[config.mk]
export PLATFORM = sky130hd
export DESIGN_NAME = hazard_scoreboard_flat
export DESIGN_NICKNAME = d
export VERILOG_FILES = /design/src/rtl/hazard_scoreboard_pkg.sv /design/src/rtl/hazard_scoreboard_if.sv /design/src/rtl/hazard_scoreboard_mdu_tracker.sv /design/src/rtl/hazard_scoreboard.sv /design/src/flat_wrapper.sv
export SDC_FILE = /design/constraint.sdc
export NUM_CORES = 1
export LEC_CHECK = 0
export CAP_MARGIN = 10
export CORE_UTILIZATION = 39
export CTS_BUF_LIST = sky130_fd_sc_hd__clkbuf_8
export DETAILED_ROUTE_END_ITERATION = 12
export GPL_TIMING_DRIVEN = 0
export PLACE_DENSITY = 0.82
export SYNTH_ARGS = -nofsm -noshare
export SYNTH_HDL_FRONTEND = slang
export SYNTH_SLANG_ARGS = --single-unit
[constraint.sdc]
create_clock -name clk -period 2.35 [get_ports clk]
set_input_delay 0.47 -clock clk [delete_from_list [all_inputs] [get_ports clk]]
set_output_delay 0.47 -clock clk [all_outputs]
set_load 0.02 [all_outputs]
[src/rtl/hazard_scoreboard_pkg.sv]
// rtl/hazard_scoreboard_pkg.sv - shared constants and types for the hazard scoreboard
package hazard_scoreboard_pkg;

    localparam int REG_W_DFLT   = 5;
    localparam int MDU_LAT_DFLT = 4;
    localparam int ZERO_REG     = 0;

    // Debug encoding of the highest-priority stall reason this cycle
    typedef enum logic [1:0] {
        HZ_NONE     = 2'd0,
        HZ_LOAD_USE = 2'd1,
        HZ_BRANCH   = 2'd2,
        HZ_MDU      = 2'd3
    } hazard_cause_e;

    typedef enum logic {
        MDU_IDLE = 1'b0,
        MDU_BUSY = 1'b1
    } mdu_state_e;

endpackage

[src/rtl/hazard_scoreboard_if.sv]
// rtl/hazard_scoreboard_if.sv - pipeline-to-scoreboard hazard signal bundle
interface hazard_scoreboard_if
    import hazard_scoreboard_pkg::*;
#(
    parameter int REG_W = REG_W_DFLT
) ();

    logic [REG_W-1:0] rsD;
    logic [REG_W-1:0] rtD;
    logic             useRsD;
    logic             useRtD;
    logic             branchD;
    logic             regWriteD;
    logic [REG_W-1:0] writeRegD;
    logic             mduOpD;
    logic             regWriteE;
    logic             memToRegE;
    logic [REG_W-1:0] writeRegisterE;
    logic             memToRegM;
    logic [REG_W-1:0] writeRegisterM;
    logic             mduStartE;
    logic [REG_W-1:0] mduDestE;

    logic             stallF;
    logic             stallD;
    logic             flushE;
    logic             mduBusy;
    logic             mduDone;
    logic [REG_W-1:0] mduDestW;
    logic             mduOverrun;
    hazard_cause_e    hazardCause;

    // Pipeline side: presents stage information, receives stall controls
    modport master (
        output rsD, rtD, useRsD, useRtD, branchD, regWriteD, writeRegD, mduOpD,
               regWriteE, memToRegE, writeRegisterE, memToRegM, writeRegisterM,
               mduStartE, mduDestE,
        input  stallF, stallD, flushE, mduBusy, mduDone, mduDestW, mduOverrun,
               hazardCause
    );

    // Scoreboard side
    modport slave (
        input  rsD, rtD, useRsD, useRtD, branchD, regWriteD, writeRegD, mduOpD,
               regWriteE, memToRegE, writeRegisterE, memToRegM, writeRegisterM,
               mduStartE, mduDestE,
        output stallF, stallD, flushE, mduBusy, mduDone, mduDestW, mduOverrun,
               hazardCause
    );

endinterface

[src/rtl/hazard_scoreboard_mdu_tracker.sv]
// rtl/hazard_scoreboard_mdu_tracker.sv - tracks the single outstanding MDU op
module mdu_tracker
    import hazard_scoreboard_pkg::*;
#(
    parameter int MDU_LAT = MDU_LAT_DFLT,
    parameter int REG_W   = REG_W_DFLT
) (
    input  logic             clk,
    input  logic             rst,
    input  logic             start,
    input  logic [REG_W-1:0] destIn,
    output logic             busy,
    output logic             done,
    output logic [REG_W-1:0] dest,
    output logic             overrun
);

    // Counter must hold MDU_LAT-1; keep at least one bit when MDU_LAT is 1
    localparam int CNT_W = (MDU_LAT > 1) ? $clog2(MDU_LAT) : 1;
    localparam logic [CNT_W-1:0] CNT_LOAD = CNT_W'(MDU_LAT - 1);

    mdu_state_e       state;
    mdu_state_e       stateNext;
    logic [CNT_W-1:0] cnt;
    logic [CNT_W-1:0] cntNext;
    logic [REG_W-1:0] destNext;

    // State, counter, destination and sticky overrun registers
    always_ff @(posedge clk) begin
        if (rst) begin
            state   <= MDU_IDLE;
            cnt     <= '0;
            dest    <= '0;
            overrun <= 1'b0;
        end else begin
            state   <= stateNext;
            cnt     <= cntNext;
            dest    <= destNext;
            // An issue attempt while an op is outstanding is dropped and flagged
            overrun <= overrun | (start & (state == MDU_BUSY));
        end
    end

    // Next-state: load on issue from IDLE, count down while BUSY, release at zero
    always_comb begin
        stateNext = state;
        cntNext   = cnt;
        destNext  = dest;
        case (state)
            MDU_IDLE: begin
                if (start) begin
                    stateNext = MDU_BUSY;
                    cntNext   = CNT_LOAD;
                    destNext  = destIn;
                end
            end
            MDU_BUSY: begin
                if (cnt == '0) begin
                    stateNext = MDU_IDLE;
                end else begin
                    cntNext = cnt - CNT_W'(1);
                end
            end
            default: begin
                stateNext = MDU_IDLE;
            end
        endcase
    end

    // Outputs: busy for the whole op, done on its final cycle
    always_comb begin
        busy = (state == MDU_BUSY);
        done = (state == MDU_BUSY) && (cnt == '0);
    end

endmodule

[src/rtl/hazard_scoreboard.sv]
// rtl/hazard_scoreboard.sv - load-use, branch and MDU hazard stall/flush control
module hazard_scoreboard
    import hazard_scoreboard_pkg::*;
#(
    parameter int MDU_LAT = MDU_LAT_DFLT,
    parameter int REG_W   = REG_W_DFLT
) (
    input  logic              clk,
    input  logic              rst,
    hazard_scoreboard_if.slave hz
);

    logic             mduBusy;
    logic             mduDone;
    logic [REG_W-1:0] mduDest;
    logic             mduOverrun;
    logic             lwStall;
    logic             branchStall;
    logic             mduStall;

    // r0 is hardwired, so a match on it never creates a dependency
    function automatic logic regHit(input logic [REG_W-1:0] a, input logic [REG_W-1:0] b);
        return (a != REG_W'(ZERO_REG)) && (a == b);
    endfunction

    mdu_tracker #(
        .MDU_LAT (MDU_LAT),
        .REG_W   (REG_W)
    ) uTracker (
        .clk     (clk),
        .rst     (rst),
        .start   (hz.mduStartE),
        .destIn  (hz.mduDestE),
        .busy    (mduBusy),
        .done    (mduDone),
        .dest    (mduDest),
        .overrun (mduOverrun)
    );

    // Hazard detection: loads in E, branch operands not yet forwardable, MDU in flight
    always_comb begin
        lwStall = hz.memToRegE &
                  ((hz.useRsD & regHit(hz.rsD, hz.writeRegisterE)) |
                   (hz.useRtD & regHit(hz.rtD, hz.writeRegisterE)));

        branchStall = hz.branchD &
                      ((hz.regWriteE & (regHit(hz.writeRegisterE, hz.rsD) |
                                        regHit(hz.writeRegisterE, hz.rtD))) |
                       (hz.memToRegM & (regHit(hz.writeRegisterM, hz.rsD) |
                                        regHit(hz.writeRegisterM, hz.rtD))));

        // writeRegD term prevents WAW reordering; mduOpD is the one-op structural limit
        mduStall = mduBusy &
                   ((hz.useRsD & regHit(hz.rsD, mduDest)) |
                    (hz.useRtD & regHit(hz.rtD, mduDest)) |
                    (hz.regWriteD & regHit(hz.writeRegD, mduDest)) |
                    hz.mduOpD);
    end

    // Drive pipeline controls and the debug cause
    always_comb begin
        hz.stallF     = lwStall | branchStall | mduStall;
        hz.stallD     = lwStall | branchStall | mduStall;
        hz.flushE     = lwStall | branchStall | mduStall;
        hz.mduBusy    = mduBusy;
        hz.mduDone    = mduDone;
        hz.mduDestW   = mduDest;
        hz.mduOverrun = mduOverrun;
        if (lwStall) begin
            hz.hazardCause = HZ_LOAD_USE;
        end else if (branchStall) begin
            hz.hazardCause = HZ_BRANCH;
        end else if (mduStall) begin
            hz.hazardCause = HZ_MDU;
        end else begin
            hz.hazardCause = HZ_NONE;
        end
    end

endmodule

[src/flat_wrapper.sv]
// flat-port wrapper written by rule: the top's interface ports become plain ports
module hazard_scoreboard_flat import hazard_scoreboard_pkg::*;
#(
    parameter int MDU_LAT = MDU_LAT_DFLT,
    parameter int REG_W   = REG_W_DFLT
)
  (clk, rst, hz_rsD, hz_rtD, hz_useRsD, hz_useRtD, hz_branchD, hz_regWriteD, hz_writeRegD, hz_mduOpD, hz_regWriteE, hz_memToRegE, hz_writeRegisterE, hz_memToRegM, hz_writeRegisterM, hz_mduStartE, hz_mduDestE, hz_stallF, hz_stallD, hz_flushE, hz_mduBusy, hz_mduDone, hz_mduDestW, hz_mduOverrun, hz_hazardCause);
  hazard_scoreboard_if #(.REG_W(REG_W)) hz_i ();
  input  logic clk;
  input  logic rst;
  input wire logic [$bits(hz_i.rsD)-1:0] hz_rsD;
  input wire logic [$bits(hz_i.rtD)-1:0] hz_rtD;
  input wire logic [$bits(hz_i.useRsD)-1:0] hz_useRsD;
  input wire logic [$bits(hz_i.useRtD)-1:0] hz_useRtD;
  input wire logic [$bits(hz_i.branchD)-1:0] hz_branchD;
  input wire logic [$bits(hz_i.regWriteD)-1:0] hz_regWriteD;
  input wire logic [$bits(hz_i.writeRegD)-1:0] hz_writeRegD;
  input wire logic [$bits(hz_i.mduOpD)-1:0] hz_mduOpD;
  input wire logic [$bits(hz_i.regWriteE)-1:0] hz_regWriteE;
  input wire logic [$bits(hz_i.memToRegE)-1:0] hz_memToRegE;
  input wire logic [$bits(hz_i.writeRegisterE)-1:0] hz_writeRegisterE;
  input wire logic [$bits(hz_i.memToRegM)-1:0] hz_memToRegM;
  input wire logic [$bits(hz_i.writeRegisterM)-1:0] hz_writeRegisterM;
  input wire logic [$bits(hz_i.mduStartE)-1:0] hz_mduStartE;
  input wire logic [$bits(hz_i.mduDestE)-1:0] hz_mduDestE;
  output wire logic [$bits(hz_i.stallF)-1:0] hz_stallF;
  output wire logic [$bits(hz_i.stallD)-1:0] hz_stallD;
  output wire logic [$bits(hz_i.flushE)-1:0] hz_flushE;
  output wire logic [$bits(hz_i.mduBusy)-1:0] hz_mduBusy;
  output wire logic [$bits(hz_i.mduDone)-1:0] hz_mduDone;
  output wire logic [$bits(hz_i.mduDestW)-1:0] hz_mduDestW;
  output wire logic [$bits(hz_i.mduOverrun)-1:0] hz_mduOverrun;
  output wire logic [$bits(hz_i.hazardCause)-1:0] hz_hazardCause;
  assign hz_i.rsD = hz_rsD;
  assign hz_i.rtD = hz_rtD;
  assign hz_i.useRsD = hz_useRsD;
  assign hz_i.useRtD = hz_useRtD;
  assign hz_i.branchD = hz_branchD;
  assign hz_i.regWriteD = hz_regWriteD;
  assign hz_i.writeRegD = hz_writeRegD;
  assign hz_i.mduOpD = hz_mduOpD;
  assign hz_i.regWriteE = hz_regWriteE;
  assign hz_i.memToRegE = hz_memToRegE;
  assign hz_i.writeRegisterE = hz_writeRegisterE;
  assign hz_i.memToRegM = hz_memToRegM;
  assign hz_i.writeRegisterM = hz_writeRegisterM;
  assign hz_i.mduStartE = hz_mduStartE;
  assign hz_i.mduDestE = hz_mduDestE;
  assign hz_stallF = hz_i.stallF;
  assign hz_stallD = hz_i.stallD;
  assign hz_flushE = hz_i.flushE;
  assign hz_mduBusy = hz_i.mduBusy;
  assign hz_mduDone = hz_i.mduDone;
  assign hz_mduDestW = hz_i.mduDestW;
  assign hz_mduOverrun = hz_i.mduOverrun;
  assign hz_hazardCause = hz_i.hazardCause;
  hazard_scoreboard #(.MDU_LAT(MDU_LAT), .REG_W(REG_W)) u_core (.clk(clk), .rst(rst), .hz(hz_i));
endmodule
==> results.py, run 1 <==
metrics = {
    "floorplanning": {
        "start_util": 0.418,
        "die-area_sq_mm": 0.00259,
        "coreArea_sq_mm": 0.00223,
        "io_pins": 54,
        "fp.dieH_microns": 50.9,
        "row_count": 17,
        "dieWidth_microns": 50.9,
    },
    "cells_and_area": {
        "insertedDiodeCount": 0,
        "final_layout_size_suffix_gt1_frac": 0.270,
        "layout.nets": 221,
        "final_core_util": 0.755,
        "area_delta_synth_final_pct": 80.7,
        "fill_cells": 154,
    },
    "clock_tree": {
        "htree_levels": 1,
        "cts_inserted_buffers": 3,
        "cts_num_sinks": 9,
        "clkLatencyLatePin_ns": 0.23,
        "clkTransAtPathRegs_ns": 0.04,
        "ctsLongestPathBuffers": 2,
        "cts_root_buf": "clkbuf_8",
        "cts_tree": "built",
        "cts_hold_buf": 0,
    },
    "synthesis": {
        "synth.most_common_cell": "xnor2_1",
        "synthesis.instances": 120,
        "syn-cell-area_sq_um": 933,
        "yosysWarnings": 0,
        "dominantRegCellSynth": "dfxtp_1",
        "ys_types": 29,
        "synthTopCellsByCount": "xnor2_1, nor2_1, dfxtp_1",
        "syn_avg_cell_area_sq_um": 7.78,
        "synth_nets": 162,
        "yosysSeqAreaShare": 0.193,
        "synth_area_leaders": "xnor2_1, dfxtp_1, mux2i_1",
        "ys_seq_elements": 9,
        "synth-edff-count": 0,
        "yosysTopAreaCell": "xnor2_1",
        "async_flop_share": 0,
        "synth_top_area_share": 0.291,
    },
    "timing": {
        "fin_skew_ns": 0.00264,
        "period_share": 1.11,
        "timing.fmax_ghz": 0.382,
        "fin_crit_ns": 2.62,
        "rsz0062_at_grt": "yes",
        "setup_viol": 5,
        "whs_ns": 0.475,
        "max_slew_margin": 0.754,
        "final_max_slew_viol_count": 0,
        "fin_tns_setup_ns": -1.06,
        "hold_viol": 0,
        "layout_setup_ws_ns": -0.266,
        "tightest_slew_ns": 0.369,
    },
    "route": {
        "wl_per_cell_microns": 15.9,
        "dr.pass1.iters": 4,
        "drt_iter0_markers": 8,
        "vias": 1095,
        "ant_nets": 0,
        "viasPerCell": 5.32,
        "route.detailed.drc": 0,
        "wirelength_mm": 3.27,
    },
    "critical_path": {
        "worstPathArrival_ns": 2.15,
        "path_max_fanout": 3,
        "required_ns": 1.88,
        "path_class": "in2out",
        "cp_num_buf_inv": 3,
        "crit_path_start_kind": "input port",
        "cp-end-kind": "output pin",
        "crit_family": "buffers and inverters",
        "cp_slowest_cell": "clkdlybuf4s50_1",
        "cp_cell_sequence": "clkdlybuf4s50_1 -> xnor2_1 -> nand3_1 -> nor2_2 -> o2111ai_2 -> nand4_1 -> buf_4 -> buf_6",
        "slowest_delay_ns": 0.57,
    },
    "global_route": {
        "grt_pass1_vias": 1119,
        "grt-ovfl-total": 0,
        "grt_start_max_net_pins": 10,
        "groute.usage.overall": 0.244,
        "antenna_found_initial": 0,
        "grt_pass1_wl_mm": 4.83,
    },
    "worst_hold_path": {
        "hold_class": "reg2reg",
    },
    "place": {
        "place_congestion": 0.845,
        "dp_hpwl_mm": 2.20,
        "io_buffers": 52,
    },
    "power": {
        "p_per_area_mw_per_mm2": 406,
        "ir_drop_v": 0.000425,
        "p_leak_nw": 0.634,
    },
    "status": {
        "violations": "negative setup slack",
        "outcome": "finished with violations",
    },
    "run": {
        "max-cap-violations": 0,
    },
}
report_power, final:
group	switching, mW	internal (mW)	total [mW]
Clock	0.0627	0.114	0.177
Sequential	0.0183	0.167	0.185
Combinational	0.151	0.172	0.323
sequential cells by signal, indices dropped and copies added (netlist names):
signal / count
u_core.uTracker.overrun: 1
u_core.uTracker.cnt: 2
u_core.uTracker.busy: 1
u_core.uTracker.dest: 5
final timing paths:
check	from	endpoint	slack [ns]	cells after the start
setup / recovery	hz_writeRegisterE[2]	hz_flushE	-0.27	8
hold / removal	u_core.uTracker.cnt[0]$_SDFFE_PP0P_	u_core.uTracker.cnt[0]$_SDFFE_PP0P_	0.47	1
setup reg to reg	u_core.uTracker.cnt[0]$_SDFFE_PP0P_	u_core.uTracker.cnt[1]$_SDFFE_PP0P_	1.07	6
hold reg to reg	u_core.uTracker.cnt[0]$_SDFFE_PP0P_	u_core.uTracker.cnt[0]$_SDFFE_PP0P_	0.47	1
through the flow:
| step | cell area, sq um | instances | total power [mW] | worst slack, ns |
|---|---|---|---|---|
| 4_1_cts | 1580 | 205 | 0.655 | -0.195 |
| 2_1_floorplan | 933 | 120 | 0.328 | -0.131 |
| 3_3_place_gp | 1490 | 200 | 0.465 | -1.06 |
| 5_1_grt | 1690 | 206 | 0.717 | -0.325 |
| 3_5_place_dp | 1490 | 200 | 0.472 | -1.08 |
| 6_report | 1690 | 206 | 0.685 | -0.266 |
cells by family (layout without fill, tap and decap cells):
kind of cell / after synthesis / count (layout) / share of synthesized area
adder cells (fa/ha/maj): 1 / 1 / 0.0134
XOR/XNOR: 34 / 34 / 0.319
buffers and inverters: 12 / 70 / 0.0563
flip-flops: 9 / 9 / 0.193
AND/OR/NAND/NOR: 41 / 41 / 0.214
multiplexers: 5 / 5 / 0.0536
AO/OA/AOI/OAI: 18 / 18 / 0.150
cell usage in the layout (no fill, tap or decap), types with 2 or more instances in the layout:
| cell type | n |
|---|---|
| a211oi_1 | 2 |
| clkdlybuf4s50_1 | 27 |
| xnor2_1 | 31 |
| buf_6 | 6 |
| nand4_1 | 2 |
| dfxtp_2 | 2 |
| dfxtp_1 | 7 |
| nor2b_1 | 2 |
| nor3_2 | 3 |
| inv_1 | 4 |
| xor2_1 | 3 |
| nand3_1 | 5 |
| o21ai_4 | 2 |
| mux2i_1 | 5 |
| o2111a_1 | 2 |
| nand2_1 | 7 |
| dlymetal6s2s_1 | 3 |
| buf_8 | 2 |
| nor2_1 | 11 |
| buf_2 | 2 |
| nor3_1 | 2 |
| clkbuf_8 | 3 |
| or4_4 | 3 |
| dlygate4sd2_1 | 6 |
| buf_4 | 11 |
| clkdlybuf4s15_1 | 2 |
| o2111ai_2 | 3 |
| clkbuf_1 | 3 |
| o31ai_2 | 2 |
layer usage:
metal	up-vias	track usage	wire [microns]
li1	533	-	-
met1	504	0.256	1350
met2	50	0.467	1640
met3	8	0.0506	211
met4	0	0.0926	68
met5	-	0	0
layout make-up:
cell class,instances,area (sq um),share of cell area
Buffer,5,26.3,0.0156
Sequential cell,9,183,0.108
Clock inverter,1,3.75,0.00223
Tap cell,28,35.0,0.0208
Clock buffer,3,41.3,0.0245
Inverter,3,11.3,0.00668
Multi-Input combinational cell,99,826,0.490
Timing Repair Buffer,58,561,0.332
repair_timing:
action | CTS | global route
setup endpoints to repair | 5 | 5
gates resized for setup | 87 | 32
gates cloned | 0 | 0
setup buffers | 4 | 2
pin swaps | 14 | 12
Note: power is estimated with default switching activity, not from simulation.
==> run 2, diff against run 1 <==
--- a/config.mk
+++ b/config.mk
@@ -5,8 +5,9 @@
 export SDC_FILE = /design/constraint.sdc
 export NUM_CORES = 1
 export LEC_CHECK = 0
+export ABC_AREA = 1
 export CAP_MARGIN = 10
-export CORE_UTILIZATION = 39
+export CORE_UTILIZATION = 41
 export CTS_BUF_LIST = sky130_fd_sc_hd__clkbuf_8
 export DETAILED_ROUTE_END_ITERATION = 12
 export GPL_TIMING_DRIVEN = 0
==> run 2 against run 1 <==
Net effect:
- the run now ends clean
- critical path depth is 3 higher
- combinational power is 9.0% lower
- core utilization fell by 7.4 points
- highest routed layer unchanged
- largest cell class unchanged
- global-route usage up 1.3 points
- clock-buffer cell count did not move
==> results.py, run 2 <==
metrics = {
    "status": {
        "outcome": "completed",
    },
    "clock_tree": {
        "clkTransAtPathRegs_ns": 0.05,
        "cts_num_sinks": 9,
        "htree_levels": 1,
        "cts_root_buf": "clkbuf_8",
        "cts_hold_buf": 0,
        "cts_tree": "built",
        "cts_inserted_buffers": 3,
        "ctsLongestPathBuffers": 2,
        "clkLatencyLatePin_ns": 0.24,
    },
    "critical_path": {
        "worstPathArrival_ns": 1.78,
        "required_ns": 1.88,
        "cp-end-kind": "output pin",
        "crit_path_start_kind": "input port",
        "path_max_fanout": 4,
        "path_class": "in2out",
    },
    "synthesis": {
        "yosysTopAreaCell": "nand2_1",
        "synthesis.instances": 217,
        "synth_area_leaders": "nand2_1, dfxtp_1, inv_1",
        "synth.most_common_cell": "nand2_1",
        "async_flop_share": 0,
        "syn-cell-area_sq_mm": 0.00108,
        "ys_seq_elements": 9,
        "synth_nets": 259,
        "ys_types": 20,
        "yosysWarnings": 0,
        "yosysSeqAreaShare": 0.167,
        "synth-edff-count": 0,
        "syn_avg_cell_area_sq_um": 4.96,
        "synth_top_area_share": 0.317,
        "synthTopCellsByCount": "nand2_1, inv_1, nor2_1",
        "dominantRegCellSynth": "dfxtp_1",
    },
    "timing": {
        "final_max_slew_viol_count": 0,
        "layout_setup_ws_ns": 0.0963,
        "hold_viol": 0,
        "timing.fmax_ghz": 0.444,
        "max_slew_margin": 0.807,
        "fin_skew_ns": 0.00403,
        "tightest_slew_ns": 0.289,
        "rsz0062_at_grt": "no",
        "setup_viol": 0,
        "period_share": 0.959,
        "fin_crit_ns": 2.25,
    },
    "route": {
        "viasPerCell": 4.81,
        "ant_nets": 0,
        "wirelength_mm": 3.19,
        "dr.pass1.iters": 4,
        "vias": 1467,
        "wl_per_cell_microns": 10.5,
        "drt_iter0_markers": 34,
        "route.detailed.drc": 0,
    },
    "place": {
        "place_area_sq_mm": 0.00164,
        "place_congestion": 0.852,
        "io_buffers": 53,
        "dpl_worst_slack_ns": -0.697,
        "dp_hpwl_mm": 2.56,
    },
    "floorplanning": {
        "io_pins": 54,
        "row_count": 18,
        "dieWidth_microns": 53.2,
        "die-area_sq_mm": 0.00283,
        "coreArea_sq_mm": 0.00248,
        "start_util": 0.434,
        "fp.dieH_microns": 53.2,
    },
    "global_route": {
        "groute.usage.overall": 0.258,
        "antenna_found_initial": 0,
        "grt_start_max_net_pins": 11,
        "grt-ovfl-total": 0,
        "grt_pass1_vias": 1342,
        "grt_pass1_wl_mm": 5.24,
    },
    "cells_and_area": {
        "largest-register": "u_core.uTracker.dest",
        "fin_area_sq_mm": 0.00169,
        "seq_area_sq_um": 180,
        "insertedDiodeCount": 0,
        "reg_top3": "u_core.uTracker.dest: 5 flops, u_core.uTracker.cnt: 2 flops",
        "fill_cells": 255,
        "multi_input_area_sq_um": 759,
        "area_delta_synth_final_pct": 56.9,
        "layout_common_cells": "nand2_1, clkdlybuf4s50_1, inv_1",
        "layout.nets": 318,
        "mostFrequentLayoutCell": "nand2_1",
        "largest_register_ffs": 5,
        "final_layout_size_suffix_gt1_frac": 0.167,
    },
    "power": {
        "p_per_area_mw_per_mm2": 391,
        "ir_drop_v": 0.000466,
        "p_leak_nw": 0.955,
    },
    "run": {
        "max-cap-violations": 0,
    },
    "worst_hold_path": {
        "hold_class": "reg2reg",
    },
}
==> run 2: cell types whose count changed in the layout (fill, tap and decap cells not counted), moves of 5 or more <==
| cell | before | now |
|---|---|---|
| nand2_1 | 7 | 90 |
| xnor2_1 | 31 | 4 |
| inv_1 | 4 | 23 |
| inv_2 | 0 | 18 |
| nor2_1 | 11 | 21 |
| dlygate4sd2_1 | 6 | 14 |
| o21ai_0 | 1 | 9 |
| a21oi_1 | 1 | 8 |
| buf_4 | 11 | 4 |
| mux2i_1 | 5 | 0 |
==> run 2: metrics by stage <==
stage                util  power [mW]  instances  setup TNS, ns  hold WS, ns
floorplan               -       0.338        217              0        0.454
CTS                 0.675       0.658        305              0        0.487
detailed placement  0.664       0.485        300          -3.09        0.477
global placement    0.664       0.483        300          -3.06        0.466
finish              0.681       0.660        305              0        0.480
global route        0.681       0.711        305              0        0.527
==> run 2: metal layers <==
| metal | vias to the layer above | part of all wire | global-route usage |
|---|---|---|---|
| met5 | - | 0 | 0 |
| met4 | 0 | 0.018 | 0.127 |
| li1 | 781 | - | - |
| met3 | 5 | 0.071 | 0.0402 |
| met2 | 69 | 0.44 | 0.446 |
| met1 | 612 | 0.47 | 0.302 |
==> run 2: kinds of logic after synthesis <==
logic type,synth area share
compound gates,0.134
xor+xnor,0.0326
fa+ha+maj,0.0116
buf+inv,0.158
flops,0.167
simple gates,0.497
==> run 2: final timing paths <==
path / endpoint / cells after the start / slack (ns) / from
worst min register to register: u_core.uTracker.overrun$_SDFF_PP0_ / 2 / 0.48 / u_core.uTracker.overrun$_SDFF_PP0_
worst max-delay path: hz_stallF / 11 / 0.1 / hz_rtD[0]
worst min-delay path: u_core.uTracker.overrun$_SDFF_PP0_ / 2 / 0.48 / u_core.uTracker.overrun$_SDFF_PP0_
worst max register to register: u_core.uTracker.dest[3]$_SDFFE_PP0P_ / 5 / 1.25 / u_core.uTracker.busy$_SDFF_PP0_
==> run 2: worst max-delay path: stages <==
cell and delay (ns):
clkdlybuf4s15_1 0.24, nor2_1 0.16, nand4_1 0.14, nand2_1 0.09, nor2_1 0.04, nor2_1 0.12
nand3_2 0.09, nand2_2 0.09, nand3_2 0.08, buf_4 0.14, buf_6 0.12
==> run 2: final cells by class <==
| class | instances | area share |
|---|---|---|
| Buffer | 3 | 0.0119 |
| Inverter | 40 | 0.0890 |
| Clock inverter | 1 | 0.00222 |
| Clock buffer | 3 | 0.0245 |
| Sequential cell | 9 | 0.107 |
| Tap cell | 30 | 0.0222 |
| Timing Repair Buffer | 54 | 0.294 |
| Multi-Input combinational cell | 165 | 0.450 |
==> run 2: report_power, final <==
| part | internal, mW | switching [mW] |
|---|---|---|
| logic | 0.138 | 0.156 |
| clock network | 0.114 | 0.0679 |
| registers | 0.167 | 0.0169 |
==> run 2: what timing repair did <==
action,in CTS,in global routing
resized for setup,53,24
endpoints found under the setup margin,5,5
setup buffers,1,0
pin swaps,6,8
==> RTL change (config.mk and constraints of run 2) <==
Change the package constant `MDU_LAT_DFLT` from 4 to 8.
--- a/src/rtl/hazard_scoreboard_pkg.sv
+++ b/src/rtl/hazard_scoreboard_pkg.sv
@@ -2,7 +2,7 @@
 package hazard_scoreboard_pkg;
 
     localparam int REG_W_DFLT   = 5;
-    localparam int MDU_LAT_DFLT = 4;
+    localparam int MDU_LAT_DFLT = 8;
     localparam int ZERO_REG     = 0;
 
     // Debug encoding of the highest-priority stall reason this cycle
Behaviour: not the same (a bounded check fails within 10 cycles, from zero or initial values and one cycle with rst high).
==> RTL change against run 2 <==
Area after synthesis grew 6.9%. Critical path type unchanged. Sequential cell count up 1. Final area rose by 2.8%. Maximum frequency shrank 1.0%. Wire length rose by 5.6%. Critical endpoint unchanged. Clock power shrank 7%. Count of clock-buffer cells in the layout is the same. Setup slack got worse by 23 ps. Total power up 5.4%.
==> RTL change: results (changes against run 2) <==
| Metric | Value |
|---|---|
| Status | `completed` |
| Gr usage total | `23.6% (-2.2 points)` |
| Top delay family on crit path | `buffers and inverters` |
| R2R cell count | `9 (+4)` |
| GR Util met2 | `45.4% (+0.80 points)` |
| Slowest-stage cell, CP | `clkdlybuf4s50_1` |
| Via count | `1,498 (+2.1%)` |
| Num sequential | `10 (+1)` |
| Worst EP arrival | `1810 ps (+30 ps)` |
| Nets | `326 (+2.5%)` |
| Wire length on met3 | `157 µm (-31%)` |
| Wire length on met2 | `1.65 mm (+16%)` |
| Detailed Place HPWL | `2.70 mm (+5.4%)` |
| Fill count | `260 (+2.0%)` |
| Post-CTS Resized | `55 (+3.8%)` |
| Wl on met1 | `1.52 mm (+2.3%)` |
| Synth top cells by count | `nand2_1, inv_1, nor2_1` |
| Top cells by area, synth | `nand2_1, dfxtp_1, inv_1` |
| Port bufs | `52 (-1.9%)` |
| CP max stage delay | `510 ps (+270 ps)` |
| Buffering overhead | `27.7% (-2.9 points)` |
| Total die area | `3020 µm² (+6.6%)` |
| GPL Wtd Cong | `0.836 (-1.8%)` |
| Average wire per cell in the routed design | `10.8 µm (+3.6%)` |
| Leak Pwr | `0.976 nW (+2.2%)` |
| Sequential share of cell area | `11.5% (+0.86 points)` |
## RTL change: cell count changes after synthesis, moves of 2 or more
cell,run 2,this run
inv_1,27,34
a211oi_1,0,6
nand2_1,91,99
o22ai_1,3,1
o21ai_0,11,5
a21oi_1,8,1
nor3_1,1,4
inv_2,13,5
## RTL change: where the power goes
part,switching [W],total (W),internal (W)
Sequential,0.0000200,0.000208,0.000188
Clock,0.0000576,0.000169,0.000111
Combinational,0.000172,0.000319,0.000146
## RTL change: cells by family after synthesis
logic type / after synthesis / share of synthesized area (%)
DFF: 10 / 17.4
adders and majority gates: 2 / 2.18
buffers and inverters: 44 / 15.1
xor gates and xnor gates: 5 / 3.81
AOI/OAI and AO/OA: 16 / 9.03
and+or+nand+nor: 149 / 52.4
## RTL change: worst min-delay path: cells and delay by family, from the launching register on
kind,cells,cell delay (ps)
compound gates,1,40
flops,1,330
simple gates,1,70
